--- src/rtl/int_exec_unit.sv ---
// int_exec_unit: RV integer execute unit for OP/OP-IMM, with an iterative shifter and a one-slot output register.
// Define INT_EXEC_BRANCH_EN to enable branch-compare mode on in_br (otherwise in_br is ignored and out_taken is 0).
//
// state | meaning
// IDLE  | accepts a new op whenever the output slot is free or draining
// SHIFT | iterative shift running; remaining counts down to the terminal step
module int_exec_unit #(
  parameter int XLEN       = 32,
  parameter int SHIFT_STEP = 1
) (
  input  logic            clk,
  input  logic            rst_n,
  input  logic            in_valid,
  output logic            in_ready,
  input  logic [2:0]      in_funct3,
  input  logic            in_alt,
  input  logic            in_br,
  input  logic [XLEN-1:0] in_a,
  input  logic [XLEN-1:0] in_b,
  output logic            out_valid,
  input  logic            out_ready,
  output logic [XLEN-1:0] out_result,
  output logic            out_taken,
  output logic            busy
);

  localparam int SW = $clog2(XLEN);
  localparam logic [SW:0] STEP_L = (SW+1)'(SHIFT_STEP);

  typedef enum logic {IDLE, SHIFT} state_t;

  state_t            state_q, state_d;
  logic [XLEN-1:0]   work_q;
  logic [SW:0]       rem_q;
  logic              left_q, arith_q;
  logic              valid_q, taken_q;
  logic [XLEN-1:0]   result_q;

  logic              accept, is_br, is_shift, last_step;
  logic              start_shift, load_out;
  logic [SW-1:0]     shamt;
  logic [SW:0]       step_amt;
  logic [XLEN-1:0]   shifted, alu_res, res_d;
  logic              alu_taken, taken_d;
  logic              br_unused;

  assign br_unused = in_br;
  assign shamt     = in_b[SW-1:0];
  assign in_ready  = rst_n && (state_q == IDLE) && (!valid_q || out_ready);
  assign accept    = in_valid && in_ready;
  assign busy      = (state_q == SHIFT);

  // Single-cycle ALU; the shift slots pass in_a through, which is the shamt=0 result.
  always_comb begin
    alu_res   = in_a;
    alu_taken = 1'b0;
    is_br     = 1'b0;
    case (in_funct3)
      3'b000:  alu_res = in_alt ? (in_a - in_b) : (in_a + in_b);
      3'b010:  alu_res = {{(XLEN-1){1'b0}}, ($signed(in_a) < $signed(in_b))};
      3'b011:  alu_res = {{(XLEN-1){1'b0}}, (in_a < in_b)};
      3'b100:  alu_res = in_a ^ in_b;
      3'b110:  alu_res = in_a | in_b;
      3'b111:  alu_res = in_a & in_b;
      default: alu_res = in_a;
    endcase
`ifdef INT_EXEC_BRANCH_EN
    if (in_br) begin
      is_br   = 1'b1;
      alu_res = '0;
      case (in_funct3)
        3'b000:  alu_taken = (in_a == in_b);
        3'b001:  alu_taken = (in_a != in_b);
        3'b100:  alu_taken = ($signed(in_a) <  $signed(in_b));
        3'b101:  alu_taken = ($signed(in_a) >= $signed(in_b));
        3'b110:  alu_taken = (in_a <  in_b);
        3'b111:  alu_taken = (in_a >= in_b);
        default: alu_taken = 1'b0;
      endcase
    end
`endif
    is_shift = !is_br && (in_funct3[1:0] == 2'b01);
  end

  always_comb begin
    last_step = (rem_q <= STEP_L);
    step_amt  = last_step ? rem_q : STEP_L;
    if (left_q)       shifted = work_q << step_amt;
    else if (arith_q) shifted = $signed(work_q) >>> step_amt;
    else              shifted = work_q >> step_amt;
  end

  always_comb begin
    state_d     = state_q;
    start_shift = 1'b0;
    load_out    = 1'b0;
    res_d       = alu_res;
    taken_d     = alu_taken;
    case (state_q)
      IDLE: begin
        if (accept) begin
          if (is_shift && (shamt != '0)) begin
            start_shift = 1'b1;
            state_d     = SHIFT;
          end else begin
            load_out = 1'b1;
          end
        end
      end
      SHIFT: begin
        res_d   = shifted;
        taken_d = 1'b0;
        if (last_step) begin
          load_out = 1'b1;
          state_d  = IDLE;
        end
      end
      default: state_d = IDLE;
    endcase
  end

  always_ff @(posedge clk or negedge rst_n) begin
    if (!rst_n) state_q <= IDLE;
    else        state_q <= state_d;
  end

  always_ff @(posedge clk or negedge rst_n) begin
    if (!rst_n) begin
      work_q   <= '0;
      rem_q    <= '0;
      left_q   <= 1'b0;
      arith_q  <= 1'b0;
      valid_q  <= 1'b0;
      result_q <= '0;
      taken_q  <= 1'b0;
    end else begin
      if (start_shift) begin
        work_q  <= in_a;
        rem_q   <= {1'b0, shamt};
        left_q  <= (in_funct3 == 3'b001);
        arith_q <= in_alt;
      end else if (state_q == SHIFT && !last_step) begin
        work_q <= shifted;
        rem_q  <= rem_q - STEP_L;
      end
      if (load_out) begin
        valid_q  <= 1'b1;
        result_q <= res_d;
        taken_q  <= taken_d;
      end else if (valid_q && out_ready) begin
        valid_q <= 1'b0;
      end
    end
  end

  assign out_valid  = valid_q;
  assign out_result = result_q;
  assign out_taken  = taken_q;

endmodule

--- config.mk ---
export PLATFORM = sky130hd
export DESIGN_NAME = int_exec_unit
export DESIGN_NICKNAME = d
export VERILOG_FILES = /design/src/rtl/int_exec_unit.sv
export SDC_FILE = /design/constraint.sdc
export NUM_CORES = 1
export LEC_CHECK = 0
export CORE_MARGIN = 2
export CORE_UTILIZATION = 35
export CTS_CLUSTER_SIZE = 20
export DETAILED_ROUTE_END_ITERATION = 6
export MAX_ROUTING_LAYER = met4
export PLACE_DENSITY = 0.61
export SETUP_SLACK_MARGIN = 0.05
export SYNTH_ARGS = -nofsm -noshare
export SYNTH_HDL_FRONTEND = slang
export SYNTH_SLANG_ARGS = --single-unit
--- constraint.sdc ---
create_clock -name clk -period 4.21 [get_ports clk]
set_input_delay 0.6315 -clock clk [delete_from_list [all_inputs] [get_ports clk]]
set_output_delay 0.6315 -clock clk [all_outputs]
set_load 0.01 [all_outputs]
==> impl_results.md <==
- Ant diodes: 0
- CTS Sinks: 74
- Total grt overflow: 0
- Sequential fraction of the synthesis area: 0.186
- Antenna viol nets, final: 0
- Post-Route Utilization: 0.442
- Finished Cell Area: 0.0123 mm²
- Port-buffer cells: around 110
- Routed wire per std cell: between 20 and 25 µm
- Hold Path Class: in2async
- Post-synthesis async set-or-reset flop share: 1.00
- Clock buffer count from CTS: 9
- Pre-CTS setup slack: -83.9 ps
- Vias per inst: 5.99
- Actual slew at the worst max-slew pin: between 1000 and 1500 ps
- Full die area: 0.0298 mm²
- Critical Path Start Type: primary input
- Worst R2R End: out_result[31]$_DFFE_PN0P_
- Clock Tree Root: clkbuf_16
- Setup crit end kind: flip-flop
- R2r setup slk: about 700 ps
- Ports: 109
- Slowest stage delay, CP: 500 ps
- Die X: 173 µm
- Worst-path maximum fanout: 4
- Total nets after synthesis: 1480
- Max rail drop VDD: 403 µV
- Synth warn: 0
- Max clock buf depth: 2
- Post-Syn Instances: 1307
- DRT Pass-1 Iters: 6
- CTS tree: yes
- Most frequent cells in the layout: 160 x a21oi_1, 128 x buf_4, 120 x o21ai_0
- H-tree Lvls: 3
- Drt drc: 0
- RSZ-0062 raised after global routing: no
- Max frequency: 0.250 GHz
- Post-CTS sizing: 0
- Status: completed
- Commonest non-fill, non-tap cell in the layout: a21oi_1
- Crit path kind: in2reg
- Top delay family on crit path: compound AO/OA/AOI/OAI gates
- Fillers: 2820
- GRT Total Usage: 0.264
- Grt peak-use layer: met2
- Area growth from synthesis to layout: 23.7%
- Area of the core: ~0.028 mm²
- Setup Fix Bufs, Post-CTS: 0
- Worst-path clk slew: approximately 70 ps
- Ys flop type: dfrtp_1
- CP Buf/Inv Count: 5
- Global-route wire length before repair: 60.1 mm
- Routed WL: 39.8 mm
- Global Route met2 Usage: 0.399
- Critical path, cell by cell: clkdlybuf4s50_1 -> inv_1 -> ha_1 -> fa_1 -> nor3_1 -> o311ai_1 -> a21oi_1 -> buf_4 -> nor4_2 -> buf_4 -> o41ai_2 -> buf_4 -> a221oi_2 -> a221oi_2 -> xnor2_1 -> o21ai_0
- CP max stage cell: clkdlybuf4s50_1
- EDFF count, synth: 0
- Final hold violation count: 0
- Largest net degree at the start of global routing: 71
- Vias in the first global route: 10100
- Maxcap violations: 0
- Met1 Resource Use GR: 0.380
- Slew margin rel.: 0.243
- WHS: 184 ps
- Placement Cell Area: between 0.01 and 0.015 mm²
- Leak: between 5 and 6 nW
- Clock latency on the worst-skew pair: 350 ps
- Mapped Area: just under 0.01 mm²
- RePlAce Congestion: 0.968
- Period utilization: 0.950
- Chip height: 173 µm
- Detailed Place HPWL: 31.3 mm
- Hold bufs inserted after CTS: 0
- Final Slew Violations: 0
- R2r worst-path depth: 11
- Most common cell on crit path: buf_4
- Distinct cell type count after synthesis: 87
- Post-route minimum period: 4000 ps
- DR iter-0 viols: 1186
- Initial core utilization: 0.357
- Row count: 61
- Worst Skew: 13.0 ps
- GR Util met3: 0.0295
- Initial antenna violation count: 0
- Post-layout nets: 1628
- WP data required: 4440 ps
- Final setup vio count: 0
- P per Cell Area: between 400 and 500 mW/mm²
- Worst flop-to-flop path startpoint: rem_q[0]$_DFFE_PN0P_
- Final worst slack: 210 ps
- Share of cells above drive strength 1: 0.140
- Critical path arrival: approximately 4200 ps
- Avg Cell Area, Syn: about 7.6 µm²
- Synth Register Bits: between 70 and 80
- Vias: about 11000
## worst register-to-register path, stage by stage (launching register included)
cell and delay [ps]:
dfrtp_1 550, inv_1 210, ha_1 230, o21ai_0 90, buf_4 210, nor2_1 860, nor2_1 240, o2bb2ai_1 210
a22oi_1 390, nor2_1 90, nor3_1 200, a31oi_1 110
## cells in the mapped netlist, types with 10 or more instances
cell / number / area (µm²)
a211oi_1: 23 / 173
a21o_1: 10 / 75.1
a21oi_1: 161 / 806
a22oi_1: 34 / 255
a31oi_1: 11 / 68.8
buf_2: 10 / 50.1
buf_4: 14 / 105
clkbuf_1: 61 / 229
dfrtp_1: 74 / 1850
ha_1: 98 / 1230
inv_1: 103 / 387
mux2i_1: 30 / 300
mux4_2: 27 / 608
nand2_1: 87 / 327
nand3_1: 24 / 120
nor2_1: 113 / 424
nor2b_1: 33 / 206
nor3_1: 28 / 140
o211ai_1: 26 / 195
o21ai_0: 120 / 601
o22ai_1: 10 / 62.6
o31ai_1: 10 / 75.1
or3_1: 13 / 81.3
xnor2_1: 18 / 158
## worst max path at each step
stage / start / cells after the start / endpoint / slack, ps
finish: in_a[0] / 16 / out_result[28]$_DFFE_PN0P_ / 210
global route: in_a[0] / 16 / out_result[28]$_DFFE_PN0P_ / 60
CTS: in_a[0] / 16 / out_result[28]$_DFFE_PN0P_ / 280
detailed placement: in_a[0] / 16 / out_result[28]$_DFFE_PN0P_ / -80
global placement: in_a[0] / 16 / out_result[28]$_DFFE_PN0P_ / -80
floorplan: in_a[1] / 11 / out_result[31]$_DFFE_PN0P_ / 1030
## per-stage QoR
step / total power [W] / cells / TNS [ps]
after global placement: 0.00453 / 1822 / -84.7
after floorplan: 0.00332 / 1307 / 0
after CTS: 0.00540 / 1838 / 0
final: 0.00544 / 1838 / 0
after detailed placement: 0.00457 / 1822 / -83.9
after global routing: 0.00577 / 1838 / 0
## state kept, by name, summed over array words and instances, names as in the netlist
signal / flops
out_valid: 1
work_q: 32
rem_q: 6
out_result: 32
busy: 1
left_q: 1
arith_q: 1
## area by class of cell
type,instances,area (µm²),area share
clock buffers,10,239,0.0194
clock inverters,6,73.8,0.00600
inverters,105,394,0.0320
multi-input cells,1032,7280,0.592
flip-flops and latches,74,1850,0.150
well taps,378,473,0.0384
repair buffers,233,1990,0.162
## cell families after synthesis
kind of cell,count (synthesis),synth area share
AOI/OAI and AO/OA,507,0.328
and+or+nand+nor,343,0.162
buffers and inverters,201,0.0833
adders and majority gates,100,0.127
DFF,74,0.186
muxes,60,0.0947
xor gates and xnor gates,21,0.0185
other,1,0.000377
## metal layers
metal | wire length [µm] | share of wire | vias up
met5 | 0 | 0 | -
met4 | 614 | 0.015 | 0
met3 | 3080 | 0.077 | 44
met2 | 17700 | 0.44 | 511
met1 | 18400 | 0.46 | 5338
li1 | - | - | 5111
## power by group
group          switching [W]  internal, W
clock               0.000335     0.000483
sequential          0.000333      0.00104
combinational        0.00179      0.00147
total                0.00246      0.00299
No activity file was read; power rests on OpenSTA's default activity.
==> RTL edit, RTL diff (same flow settings) <==
Set the parameter `XLEN` to 64 (it was 32).
--- a/src/rtl/int_exec_unit.sv
+++ b/src/rtl/int_exec_unit.sv
@@ -7,3 +7,3 @@
 module int_exec_unit #(
-  parameter int XLEN       = 32,
+  parameter int XLEN       = 64,
   parameter int SHIFT_STEP = 1
Ports: changed (resized in_a, in_b and out_result); port bits go from 109 to 205. No check against the original RTL was run, so the function may have changed too.
==> RTL edit against the unedited design <==
- fmax is 1.3% lower
- core utilization is 4.2 points higher
- combinational power is 110% higher
- worst hold slack worse by 0.15 ns
- worst setup slack worse by 0.052 ns
- area after synthesis is 99% higher
- largest cell class unchanged
- total power is 110% higher
- cell area is 120% higher
- wire length grew to 2.6 times the old value
- sequential cell count is 65 higher
- clock skew is 0.0036 ns lower
==> RTL edit: results (changes against the unedited design) <==
Status = completed (unchanged)
IO Port Bufs = 202 (was 106)
CTS H-tree depth = 4 (was 3)
Initial DRC Count = 3232 (was 1186)
Reg2reg start = rem_q[1] (was rem_q[0])
Largest cells by area after synthesis = dfrtp_1, ha_1, a21oi_1 (unchanged)
Combinational Power Share = 0.612 (was 0.598)
Leakage power = 11.95 nW (was 5.194 nW)
Synth top area share = 0.1754 (was 0.1862)
Largest net degree at the start of global routing = 95 (was 71)
Net Count, Synth = 3070 (was 1480)
Sequential share of power = 0.241 (was 0.252)
R2R Setup Slk = 0.78 ns (was 0.72 ns)
Vias in the first global route = 23.44k (was 10.12k)
VDD IR max = 0.3555 mV (was 0.4026 mV)
First-pass GRT wire length = 153000 µm (was 60060 µm)
FF-to-FF End = out_result[32] (was out_result[31])
CP startpoint = in_a[3] (was in_a[0])
# fillers = 5631 (was 2820)
CP peak stage delay = 0.54 ns (was 0.50 ns)
CTS Buf Count = 17 (was 9)
Initial antenna violation count = 4 (was 0)
Max Clock Skew = 0.009348 ns (was 0.01300 ns)
Sequential share of the synthesized area = 0.1754 (was 0.1862)
Total track usage = 0.3547 (was 0.2636)
Fin nets = 3640 (was 1628)
Gpl congestion = 1.021 (was 0.9681)
Worst-margin pin slew = 0.9926 ns (was 1.131 ns)
CP max FO = 6 (was 4)
Synth cell count leaders = a21oi_1, o21ai_0, nor2_1 (unchanged)
Post-DR vias/cell = 6.050 (was 5.987)
Layout cells sized above 1 = 0.2196 (was 0.1397)
Total Routed Length = 104800 µm (was 39820 µm)
Worst Path Arrival = 4.40 ns (was 4.23 ns)
Cell Int Power = 5.953 mW (was 2.989 mW)
## RTL edit: changes by cell type in the layout (fill, tap and decap cells not counted), sizes merged, moves of 65 or more
cell / unedited run / this run
clkdlybuf4s50: 101 / 187
dfrtp: 74 / 139
nor2: 114 / 240
buf: 132 / 559
a21oi: 161 / 400
ha: 98 / 194
nand2: 87 / 196
o21ai: 122 / 296
inv: 105 / 204
## RTL edit: worst min path at each step
stage,start,to,slack [ns],cells after the start
CTS,rst_n,out_result[61],0.04,1
finish,rst_n,out_result[61],0.03,1
global route,rst_n,out_result[61],0.05,1
global placement,out_result[12],out_result[12],0.46,2
floorplan,rst_n,arith_q,0.34,0
detailed placement,out_result[12],out_result[12],0.47,2
## RTL edit: timing repair
| action | in CTS | in global routing |
|---|---|---|
| hold buffers | 0 | 0 |
| endpoints found under the setup margin | 14 | 38 |
| pin swaps | 1 | 10 |
| setup buffers | 0 | 1 |
| resized for setup | 5 | 60 |
## RTL edit: logic make-up (layout without fill, tap and decap cells)
kind of cell	count (synthesis)	count (layout)	synth area share
flip-flops	139	139	0.1754
XOR/XNOR	55	55	0.02429
buffers and inverters	409	992	0.07962
AO/OA/AOI/OAI	1129	1129	0.3473
adder cells (fa/ha/maj)	196	196	0.1244
other	1	5	0.0001891
multiplexers	82	82	0.07892
AND/OR/NAND/NOR	726	726	0.1699
## RTL edit: worst register-to-register path: stages (launching register included)
cell and delay (ns):
dfrtp_1 0.53, or3_1 0.46, a211oi_2 0.27, buf_4 0.22, and2_4 0.48, buf_12 0.27
a21oi_1 0.11, mux4_2 0.51, nand2b_1 0.17, o211ai_1 0.10, o21ai_0 0.12, o21ai_0 0.11
## RTL edit: through the flow
stage	setup TNS [ns]	std cells	setup WS [ns]	power [mW]
after global routing	-0.006849	4080	-0.006849	11.77
after CTS	0	4075	0.01502	11.01
after floorplan	0	2737	0.6004	6.190
after global placement	-13.27	4043	-0.4951	9.245
after detailed placement	-16.03	4043	-0.5978	9.329
final	0	4080	0.1575	11.24
## RTL edit: cell type report
class / instances / area [µm²] / share of cell area
flip-flops and latches: 139 / 3481 / 0.1282
repair buffers: 756 / 6292 / 0.2318
clock inverters: 13 / 168.9 / 0.006221
well taps: 756 / 945.9 / 0.03484
inverters: 204 / 765.7 / 0.02820
multi-input cells: 2189 / 15050 / 0.5545
diodes: 4 / 10.01 / 0.0003687
clock buffers: 19 / 432.9 / 0.01594
## RTL edit: layer usage
layer | part of all wire | track usage | vias up | wire [µm]
met5 | 0 | - | - | 0
li1 | - | - | 11120 | -
met1 | 0.43 | 0.4820 | 11960 | 45420
met2 | 0.42 | 0.5155 | 1395 | 44350
met3 | 0.10 | 0.07466 | 211 | 10750
met4 | 0.041 | 0.1325 | 0 | 4299
